--- config.mk ---
export PLATFORM = sky130hd
export DESIGN_NAME = uart_rx_fifo_ctrl_flat
export DESIGN_NICKNAME = d
export VERILOG_FILES = /design/src/rtl/uart_rx_fifo_if.sv /design/src/rtl/uart_rx_fifo_ctrl.sv /design/src/flat_wrapper.sv
export SDC_FILE = /design/constraint.sdc
export NUM_CORES = 1
export LEC_CHECK = 0
export ABC_AREA = 1
export CAP_MARGIN = 10
export CORE_MARGIN = 2
export CORE_UTILIZATION = 35
export CTS_BUF_LIST = sky130_fd_sc_hd__clkbuf_2
export DETAILED_ROUTE_END_ITERATION = 10
export GPL_TIMING_DRIVEN = 1
export PLACE_DENSITY = 0.55
export SYNTH_ARGS = -nofsm -noshare
export SYNTH_HDL_FRONTEND = slang
export SYNTH_SLANG_ARGS = --single-unit
--- constraint.sdc ---
create_clock -name clk -period 4.1 [get_ports clk]
set_input_delay 0.41 -clock clk [delete_from_list [all_inputs] [get_ports clk]]
set_output_delay 0.41 -clock clk [all_outputs]
set_load 0.01 [all_outputs]
--- src/rtl/uart_rx_fifo_if.sv ---
// UART rx FIFO controller bus: receiver side, FCR/LSR host side, interrupts.
// master drives the controller inputs; slave is the controller itself.
interface uart_rx_fifo_if #(
  parameter int DEPTH = 16
);
  localparam int CW = $clog2(DEPTH + 1);

  logic          rx_enable;
  logic          fifo_en;
  logic          rx_flush;
  logic [1:0]    trig_sel;
  logic [3:0]    data_bits;
  logic          parity_en;
  logic          stop_bits;
  logic          sample_tick;
  logic          rx_valid;
  logic [7:0]    rx_data;
  logic          rx_pe;
  logic          rx_fe;
  logic          rx_en_out;
  logic          rd_strobe;
  logic          lsr_rd;
  logic [7:0]    rd_data;
  logic          lsr_dr;
  logic          lsr_oe;
  logic          lsr_pe;
  logic          lsr_fe;
  logic          lsr_fifo_err;
  logic          rda_int;
  logic          cto_int;
  logic [CW-1:0] count;

  modport master (
    output rx_enable, fifo_en, rx_flush,
    output trig_sel, data_bits, parity_en,
    output stop_bits, sample_tick,
    output rx_valid, rx_data, rx_pe, rx_fe,
    output rd_strobe, lsr_rd,
    input  rx_en_out, rd_data, lsr_dr,
    input  lsr_oe, lsr_pe, lsr_fe,
    input  lsr_fifo_err, rda_int, cto_int,
    input  count
  );

  modport slave (
    input  rx_enable, fifo_en, rx_flush,
    input  trig_sel, data_bits, parity_en,
    input  stop_bits, sample_tick,
    input  rx_valid, rx_data, rx_pe, rx_fe,
    input  rd_strobe, lsr_rd,
    output rx_en_out, rd_data, lsr_dr,
    output lsr_oe, lsr_pe, lsr_fe,
    output lsr_fifo_err, rda_int, cto_int,
    output count
  );
endinterface

--- src/rtl/uart_rx_fifo_ctrl.sv ---
// 16550-style rx FIFO with LSR rx bits, RDA and character-timeout interrupts.
// Define UART_RX_TIMEOUT_EN to build the character-timeout counter.
module uart_rx_fifo_ctrl #(
  parameter int DEPTH    = 16,
  parameter int TO_CHARS = 4
) (
  input logic           clk,
  input logic           rst,
  uart_rx_fifo_if.slave bus
);
  localparam int AW = $clog2(DEPTH);
  localparam int CW = $clog2(DEPTH + 1);

  logic [9:0]    mem [DEPTH];
  logic [AW-1:0] wr_ptr;
  logic [AW-1:0] rd_ptr;
  logic [CW-1:0] cnt;
  logic [CW-1:0] err_cnt;
  logic [CW-1:0] cap;
  logic          oe;
  logic          en_q;
  logic          flush;
  logic          push;
  logic          pop;
  logic          full;
  logic          wr;
  logic          ovr;
  logic          dr;
  logic [9:0]    head;
  logic          head_err;
  logic          new_err;
  logic [4:0]    lvl;

  // A mode change is treated exactly like an FCR flush
  assign flush    = bus.rx_flush | (bus.fifo_en != en_q);
  assign cap      = bus.fifo_en ? CW'(DEPTH) : CW'(1);
  assign full     = cnt >= cap;
  assign dr       = cnt != '0;
  assign push     = bus.rx_valid & ~flush;
  assign pop      = bus.rd_strobe & dr & ~flush;
  assign wr       = push & (~full | pop);
  assign ovr      = push & full & ~pop;
  assign head     = mem[rd_ptr];
  assign head_err = |head[9:8];
  assign new_err  = bus.rx_pe | bus.rx_fe;

  always_ff @(posedge clk) begin
    if (rst) begin
      wr_ptr  <= '0;
      rd_ptr  <= '0;
      cnt     <= '0;
      err_cnt <= '0;
      oe      <= 1'b0;
      en_q    <= bus.fifo_en;
    end else if (flush) begin
      wr_ptr  <= '0;
      rd_ptr  <= '0;
      cnt     <= '0;
      err_cnt <= '0;
      oe      <= 1'b0;
      en_q    <= bus.fifo_en;
    end else begin
      if (wr) wr_ptr <= wr_ptr + AW'(1);
      if (pop) rd_ptr <= rd_ptr + AW'(1);
      cnt     <= cnt + CW'(wr) - CW'(pop);
      err_cnt <= err_cnt + CW'(wr & new_err)
                 - CW'(pop & head_err);
      if (ovr) oe <= 1'b1;
      else if (bus.lsr_rd) oe <= 1'b0;
    end
  end

  always_ff @(posedge clk) begin
    if (!rst && wr)
      mem[wr_ptr] <= {bus.rx_fe, bus.rx_pe, bus.rx_data};
  end

  always_comb begin
    lvl = 5'd1;
    if (bus.fifo_en) begin
      unique case (bus.trig_sel)
        2'b00:   lvl = 5'd1;
        2'b01:   lvl = 5'd4;
        2'b10:   lvl = 5'd8;
        default: lvl = 5'd14;
      endcase
    end
  end

  assign bus.rx_en_out    = bus.rx_enable & ~bus.rx_flush;
  assign bus.count        = cnt;
  assign bus.rd_data      = dr ? head[7:0] : 8'h00;
  assign bus.lsr_dr       = dr;
  assign bus.lsr_oe       = oe;
  assign bus.lsr_pe       = dr & head[8];
  assign bus.lsr_fe       = dr & head[9];
  assign bus.lsr_fifo_err = bus.fifo_en & (err_cnt != '0);
  assign bus.rda_int      = int'(cnt) >= int'(lvl);

`ifdef UART_RX_TIMEOUT_EN
  localparam int TW = $clog2(12 * 16 * TO_CHARS + 1);

  logic [3:0]    char_bits;
  logic [TW-1:0] to_limit;
  logic [TW-1:0] to_cnt;
  logic          to_clr;
  logic          cto;

  assign char_bits = 4'd1 + bus.data_bits
                     + {3'd0, bus.parity_en}
                     + (bus.stop_bits ? 4'd2 : 4'd1);
  assign to_limit  = TW'(char_bits) * TW'(16 * TO_CHARS);
  assign to_clr    = push | pop | flush | ~dr | ~bus.fifo_en;

  always_ff @(posedge clk) begin
    if (rst) begin
      to_cnt <= '0;
      cto    <= 1'b0;
    end else begin
      if (to_clr)
        to_cnt <= '0;
      else if (bus.sample_tick && to_cnt != to_limit)
        to_cnt <= to_cnt + TW'(1);
      // Set on the tick that brings the counter to the limit
      if (push | pop | flush)
        cto <= 1'b0;
      else if (bus.fifo_en && dr && bus.sample_tick
               && to_cnt == to_limit - TW'(1))
        cto <= 1'b1;
    end
  end

  assign bus.cto_int = cto;
`else
  logic unused_to;
  assign unused_to   = ^{bus.data_bits, bus.parity_en,
                         bus.stop_bits, bus.sample_tick};
  assign bus.cto_int = 1'b0;
`endif
endmodule

--- src/flat_wrapper.sv ---
// flat-port wrapper written by rule: the top's interface ports become plain ports
module uart_rx_fifo_ctrl_flat 
#(
  parameter int DEPTH    = 16,
  parameter int TO_CHARS = 4
)
  (clk, rst, bus_rx_enable, bus_fifo_en, bus_rx_flush, bus_trig_sel, bus_data_bits, bus_parity_en, bus_stop_bits, bus_sample_tick, bus_rx_valid, bus_rx_data, bus_rx_pe, bus_rx_fe, bus_rd_strobe, bus_lsr_rd, bus_rx_en_out, bus_rd_data, bus_lsr_dr, bus_lsr_oe, bus_lsr_pe, bus_lsr_fe, bus_lsr_fifo_err, bus_rda_int, bus_cto_int, bus_count);
  uart_rx_fifo_if #(.DEPTH(DEPTH)) bus_i ();
  input logic clk;
  input logic rst;
  input wire logic [$bits(bus_i.rx_enable)-1:0] bus_rx_enable;
  input wire logic [$bits(bus_i.fifo_en)-1:0] bus_fifo_en;
  input wire logic [$bits(bus_i.rx_flush)-1:0] bus_rx_flush;
  input wire logic [$bits(bus_i.trig_sel)-1:0] bus_trig_sel;
  input wire logic [$bits(bus_i.data_bits)-1:0] bus_data_bits;
  input wire logic [$bits(bus_i.parity_en)-1:0] bus_parity_en;
  input wire logic [$bits(bus_i.stop_bits)-1:0] bus_stop_bits;
  input wire logic [$bits(bus_i.sample_tick)-1:0] bus_sample_tick;
  input wire logic [$bits(bus_i.rx_valid)-1:0] bus_rx_valid;
  input wire logic [$bits(bus_i.rx_data)-1:0] bus_rx_data;
  input wire logic [$bits(bus_i.rx_pe)-1:0] bus_rx_pe;
  input wire logic [$bits(bus_i.rx_fe)-1:0] bus_rx_fe;
  input wire logic [$bits(bus_i.rd_strobe)-1:0] bus_rd_strobe;
  input wire logic [$bits(bus_i.lsr_rd)-1:0] bus_lsr_rd;
  output wire logic [$bits(bus_i.rx_en_out)-1:0] bus_rx_en_out;
  output wire logic [$bits(bus_i.rd_data)-1:0] bus_rd_data;
  output wire logic [$bits(bus_i.lsr_dr)-1:0] bus_lsr_dr;
  output wire logic [$bits(bus_i.lsr_oe)-1:0] bus_lsr_oe;
  output wire logic [$bits(bus_i.lsr_pe)-1:0] bus_lsr_pe;
  output wire logic [$bits(bus_i.lsr_fe)-1:0] bus_lsr_fe;
  output wire logic [$bits(bus_i.lsr_fifo_err)-1:0] bus_lsr_fifo_err;
  output wire logic [$bits(bus_i.rda_int)-1:0] bus_rda_int;
  output wire logic [$bits(bus_i.cto_int)-1:0] bus_cto_int;
  output wire logic [$bits(bus_i.count)-1:0] bus_count;
  assign bus_i.rx_enable = bus_rx_enable;
  assign bus_i.fifo_en = bus_fifo_en;
  assign bus_i.rx_flush = bus_rx_flush;
  assign bus_i.trig_sel = bus_trig_sel;
  assign bus_i.data_bits = bus_data_bits;
  assign bus_i.parity_en = bus_parity_en;
  assign bus_i.stop_bits = bus_stop_bits;
  assign bus_i.sample_tick = bus_sample_tick;
  assign bus_i.rx_valid = bus_rx_valid;
  assign bus_i.rx_data = bus_rx_data;
  assign bus_i.rx_pe = bus_rx_pe;
  assign bus_i.rx_fe = bus_rx_fe;
  assign bus_i.rd_strobe = bus_rd_strobe;
  assign bus_i.lsr_rd = bus_lsr_rd;
  assign bus_rx_en_out = bus_i.rx_en_out;
  assign bus_rd_data = bus_i.rd_data;
  assign bus_lsr_dr = bus_i.lsr_dr;
  assign bus_lsr_oe = bus_i.lsr_oe;
  assign bus_lsr_pe = bus_i.lsr_pe;
  assign bus_lsr_fe = bus_i.lsr_fe;
  assign bus_lsr_fifo_err = bus_i.lsr_fifo_err;
  assign bus_rda_int = bus_i.rda_int;
  assign bus_cto_int = bus_i.cto_int;
  assign bus_count = bus_i.count;
  uart_rx_fifo_ctrl #(.DEPTH(DEPTH), .TO_CHARS(TO_CHARS)) u_core (.clk(clk), .rst(rst), .bus(bus_i));
endmodule
==> flow_metrics.tcl, run 1 <==
set metrics [dict create \
    grt_remaining_overflow 0 \
    cts_setup_buffers 0 \
    crit_fanout 18 \
    clock-sinks 184 \
    period_share_pct 92.3 \
    final_net_count 845 \
    path_class "reg -> out" \
    cts_root_buffer "clkbuf_2" \
    cp-start-kind "flop" \
    drt_iter0_drc 325 \
    ir_drop_mv 0.136 \
    setup_viol 0 \
    die_width_um 157 \
    cts_buffers 17 \
    insertion_delay_ns 0.76 \
    hold_path.class "in -> reg" \
    rsz0062_at_grt "false" \
    power-per-cell-area_nw_per_um2 341 \
    area_growth_pct 12.3 \
    netlist_area_sq_um 8140 \
    crit_path_end_kind "primary output" \
    setup_tns_ns 0 \
    port_buffers 39 \
    finalHoldViolCount 0 \
    syn_nets 796 \
    detailed_place_hpwl_um 11200 \
    slew_headroom_pct 48.7 \
    setup_slack_ns 0.317 \
    viasPerCell 4.84 \
    cp.arrival_ns 3.37 \
    ys_types 37 \
    drive_above_1_share_pct 9.70 \
    start_util_pct 35.9 \
    cts_buffer_depth 2 \
    track_usage_pct 15.6 \
    gp_congestion 0.770 \
    ctsHoldBuffers 0 \
    grt_pass1_vias 4939 \
    cpPeakStageDelay_ns 0.83 \
    synth_area_per_cell_sq_um 11.0 \
    slowest_stage "dfxtp_1" \
    clk_pin_slew_ns 0.29 \
    routedWlPerCell_um 17.0 \
    num_rows 55 \
    grt_pass1_wl_um 28300 \
    leakagePower_nw 3.34 \
    fmaxAchievable_ghz 0.264 \
    drv_slew 0 \
    preCtsSetupSlack_ns 0.942 \
    critPathTopFamily "buffers and inverters" \
    die_y_um 157 \
    cap_violations 0 \
    worstMarginPinSlew_ns 0.769 \
    yosys_warnings 0 \
    synthCells 742 \
    pin_count 48 \
    cts_tree "done" \
    num_vias 5277 \
    filler_cell_count 2232 \
    multi_input_area_sq_um 2360 \
    required_ns 3.69 \
    critPathBufInv 3 \
    drc_errors 0 \
    post_cts_resized 0 \
    finClkSkew_ns 0.0413 \
    drt_wl_total_um 18500 \
    period_needed_ns 3.78 \
    cp_cell_sequence "inv_2 -> buf_4 -> o211ai_1 -> nand3_1 -> a21oi_1 -> clkdlybuf4s50_1" \
    die_area_sq_um 24500 \
    ys_seq_area_share_pct 65.0 \
    ant_nets 0 \
    antenna_found_initial 1 \
    status "finished, final reports clean" \
    ff_latch_area_sq_um 5300 \
    grt_max_degree 65 \
    h-tree-depth 4 \
    core_area_sq_um 22700 \
    synth_seq_cells 184 \
    drtPass1Iterations 5 \
]
[worst reg2reg max path: cells and delay by family, from the launching register on]
kind	cells	cell delay [ns]
AOI/OAI and AO/OA	2	0.19
adders and majority gates	3	0.90
buffers and inverters	2	0.42
DFF	1	0.54
and+or+nand+nor	9	0.86
[cell usage in the layout, fill, tap and decap left out, types with 4 or more instances in the layout]
master / netlist / final
o211ai_1: 14 / 14
nor2_1: 141 / 141
inv_8: 0 / 5
edfxtp_1: 161 / 161
o21ai_0: 68 / 68
a21oi_1: 34 / 34
inv_1: 70 / 70
nand3_1: 59 / 59
o21ai_1: 7 / 7
buf_4: 8 / 22
clkdlybuf4s50_1: 0 / 39
xor2_1: 4 / 4
ha_1: 25 / 25
dfxtp_1: 23 / 21
clkbuf_2: 2 / 18
nand2_4: 6 / 6
nand2_1: 72 / 72
[where the power goes]
part | internal [mW] | switching [mW]
Clock | 0.269 | 0.707
Sequential | 2.04 | 0.00126
Combinational | 0.0362 | 0.0634
Total | 2.34 | 0.771
[per-layer routing]
| metal | GRT usage (%) | part of all wire (%) | vias to the layer above | wire length (um) |
|---|---|---|---|---|
| li1 | - | - | 2635 | - |
| met3 | 2.52 | 3.6 | 12 | 671 |
| met2 | 26.0 | 48 | 105 | 8950 |
| met4 | 4.46 | 1.0 | 0 | 186 |
| met1 | 21.0 | 47 | 2525 | 8680 |
| met5 | 0 | 0 | - | 0 |
[area by class of cell]
cell class | instances | share of cell area (%)
clock inverters | 14 | 1.96
repair buffers | 61 | 6.07
clock buffers | 18 | 0.985
diodes | 1 | 0.0274
well taps | 285 | 3.90
inverters | 77 | 3.35
flip-flops and latches | 184 | 57.9
multi-input cells | 450 | 25.8
[Yosys cell counts]
cell type	n	share of area, %
buf_1	2	0.092
o21ai_2	1	0.11
nor2_1	141	6.5
fa_1	2	0.49
dfxtp_1	23	5.7
nor2_4	1	0.14
xnor2_1	1	0.11
inv_2	2	0.092
xor2_1	4	0.43
a21boi_0	1	0.092
nand2_4	6	0.83
a31oi_1	1	0.077
inv_4	2	0.15
o21ai_1	7	0.43
edfxtp_1	161	59
buf_4	8	0.74
nand3_1	59	3.6
clkbuf_1	2	0.092
a21boi_2	1	0.14
nand2_1	72	3.3
inv_1	70	3.2
ha_1	25	3.8
clkinv_1	2	0.092
o211ai_2	3	0.46
inv_12	1	0.20
or2_2	1	0.077
nor2_2	3	0.23
nand2_8	1	0.25
buf_6	2	0.28
conb_1	1	0.046
a21oi_1	34	2.1
clkbuf_2	2	0.12
o21a_1	1	0.092
nor3_1	2	0.12
o211ai_1	14	1.3
o21ai_0	68	4.2
buf_2	15	0.92
[path summary, 6_finish.rpt]
kind | endpoint | slack (ns) | from | cells after the start
max reg2reg | u_core.err_cnt[4] | 1.13 | flop | 16
min reg2reg | u_core.rd_ptr[3] | 0.46 | u_core.rd_ptr[3] | 1
max | bus_rd_data[7] | 0.32 | flop | 6
min | u_core.bus.lsr_oe | 0.24 | bus_lsr_rd | 4
[registers in the layout, summed over array words and instances (netlist names), named ones only]
register,flops
u_core.bus.count,5
u_core.bus.lsr_oe,1
u_core.wr_ptr,4
u_core.en_q,1
u_core.mem,160
u_core.err_cnt,5
u_core.rd_ptr,4
[stage by stage]
step | area, sq um | utilization (%) | hold WS (ns) | power (mW) | instances
final | 9150 | 40.3 | 0.236 | 3.11 | 1090
after global routing | 9150 | 40.3 | 0.196 | 3.22 | 1090
after CTS | 9140 | 40.3 | 0.147 | 3.15 | 1089
after detailed placement | 8870 | 39.1 | 0.430 | 2.18 | 1057
after global placement | 8870 | 39.1 | 0.427 | 2.18 | 1057
after floorplan | 8140 | - | 0.412 | 2.12 | 742
[logic make-up after synthesis]
family	share of synthesized area, %
simple gates	15.1
flops	65.0
compound gates	8.96
buf+inv	6.01
fa+ha+maj	4.33
xor+xnor	0.538
other cells	0.0461
Power figures use the tool's default switching activity.
==> run 2, diff against run 1 <==
- PLACE_DENSITY: 0.55 -> 0.56
- clock period: 4.1 -> 3.3 ns (I/O delays scaled with it)
==> flow_metrics.tcl, run 2 (same netlist as run 1, synthesis figures left out) <==
set metrics [dict create \
    drt_wl_total_um 19200 \
    setup_viol 0 \
    cts_tree "done" \
    die_y_um 157 \
    grt_remaining_overflow 0 \
    finalHoldViolCount 0 \
    grt_max_degree 46 \
    final_common_cell "edfxtp_1" \
    drive_above_1_share_pct 12.4 \
    die_area_sq_um 24500 \
    preCtsSetupSlack_ns 0.412 \
    cts_buffer_depth 2 \
    ir_drop_mv 0.184 \
    viasPerCell 4.89 \
    leakagePower_nw 3.56 \
    dp_cells 1061 \
    antenna_found_initial 1 \
    status "finished, final reports clean" \
    grt_pass1_wl_um 29200 \
    slew_headroom_pct 55.2 \
    layoutNonFillerInstCount 1106 \
    core_area_sq_um 22700 \
    drtPass1Iterations 4 \
    routedWlPerCell_um 17.4 \
    hold_path.class "in -> reg" \
    detailed_place_hpwl_um 11000 \
    die_width_um 157 \
    port_buffers 39 \
    fmaxAchievable_ghz 0.318 \
    worstMarginPinSlew_ns 0.669 \
    num_rows 55 \
    num_vias 5406 \
    track_usage_pct 16.0 \
    gp_congestion 0.778 \
    r2r_slack_ns 0.48 \
    top_register "u_core.mem" \
    area_growth_pct 16.0 \
    setup_slack_ns 0.152 \
    drt_iter0_drc 345 \
    crit_fanout 22 \
    required_ns 2.97 \
    final_cell_mix "edfxtp_1 (161), nor2_1 (141), nand2_1 (72)" \
    pin_count 48 \
    final_net_count 861 \
    cp.arrival_ns 2.82 \
    insertion_delay_ns 0.79 \
    ctsHoldBuffers 0 \
    finClkSkew_ns 0.0444 \
    clock-sinks 184 \
    fin_hold_ws_ns 0.151 \
    drv_slew 0 \
    ff_latch_area_sq_um 5310 \
    ant_nets 0 \
    path_class "reg -> out" \
    cp-start-kind "flop" \
    rsz0062_at_grt "true" \
    period_share_pct 95.4 \
    totalPowerFinal_mw 3.74 \
    multi_input_area_sq_um 2380 \
    start_util_pct 35.9 \
    period_needed_ns 3.15 \
    cap_violations 0 \
    h-tree-depth 4 \
    cts_root_buffer "clkbuf_2" \
    drc_errors 0 \
    power-per-cell-area_nw_per_um2 396 \
    filler_cell_count 2182 \
    crit_path_end_kind "primary output" \
    clk_pin_slew_ns 0.27 \
    largest_reg_flops 160 \
    grt_pass1_vias 5191 \
    cts_buffers 17 \
]
## run 2: cell type report
cell class              count  area share (%)
multi-input cells         450            25.2
repair buffers             77            9.07
well taps                 285            3.77
clock buffers              18           0.953
flip-flops and latches    184            56.1
inverters                  77            3.47
clock inverters            14            1.39
diodes                      1          0.0265
## run 2: worst paths after layout
kind	startpoint	endpoint	cells after the start
worst max-delay path	flop	bus_rd_data[4]	7
worst min-delay path	bus_lsr_rd	u_core.bus.lsr_oe	4
worst max register to register	flop	u_core.err_cnt[4]	17
worst min register to register	u_core.rd_ptr[3]	flop	1
## run 2: where the power goes
| group | switching, mW | internal [mW] | leakage, nW |
|---|---|---|---|
| Sequential | 0.00166 | 2.53 | 1.64 |
| Clock | 0.843 | 0.237 | 0.130 |
| Combinational | 0.0791 | 0.0481 | 1.80 |
## run 2: worst max-delay path, cell delays in order, from the launching register on
cell and delay [ns]:
dfxtp_4 0.49, buf_4 0.16, clkbuf_16 0.20, o21ai_1 0.10, o211ai_2 0.14, nand3_1 0.18, a21oi_2 0.22, clkdlybuf4s50_1 0.56
## run 2: timing repair
action,4_1_cts,5_1_grt
buffers inserted,0,8
pin swaps,0,1
setup endpoints to repair,10,10
gates resized for setup,19,17
cloned,1,3
## run 2: metrics by stage
| step | utilization [%] | instance area [sq um] | setup TNS, ns |
|---|---|---|---|
| after floorplan | - | 8140 | 0 |
| after global placement | 39.3 | 8920 | 0 |
| after detailed placement | 39.3 | 8920 | 0 |
| after CTS | 40.7 | 9240 | 0 |
| after global routing | 41.6 | 9450 | -0.0523 |
| final | 41.6 | 9450 | 0 |
## run 2: per-layer routing
metal  vias to the layer above  GRT usage (%)  part of all wire [%]
met4                         0           4.85                   1.5
li1                       2665              -                     -
met3                        20           3.05                   3.4
met5                         -              0                     0
met2                        89           26.1                    48
met1                      2632           21.8                    47
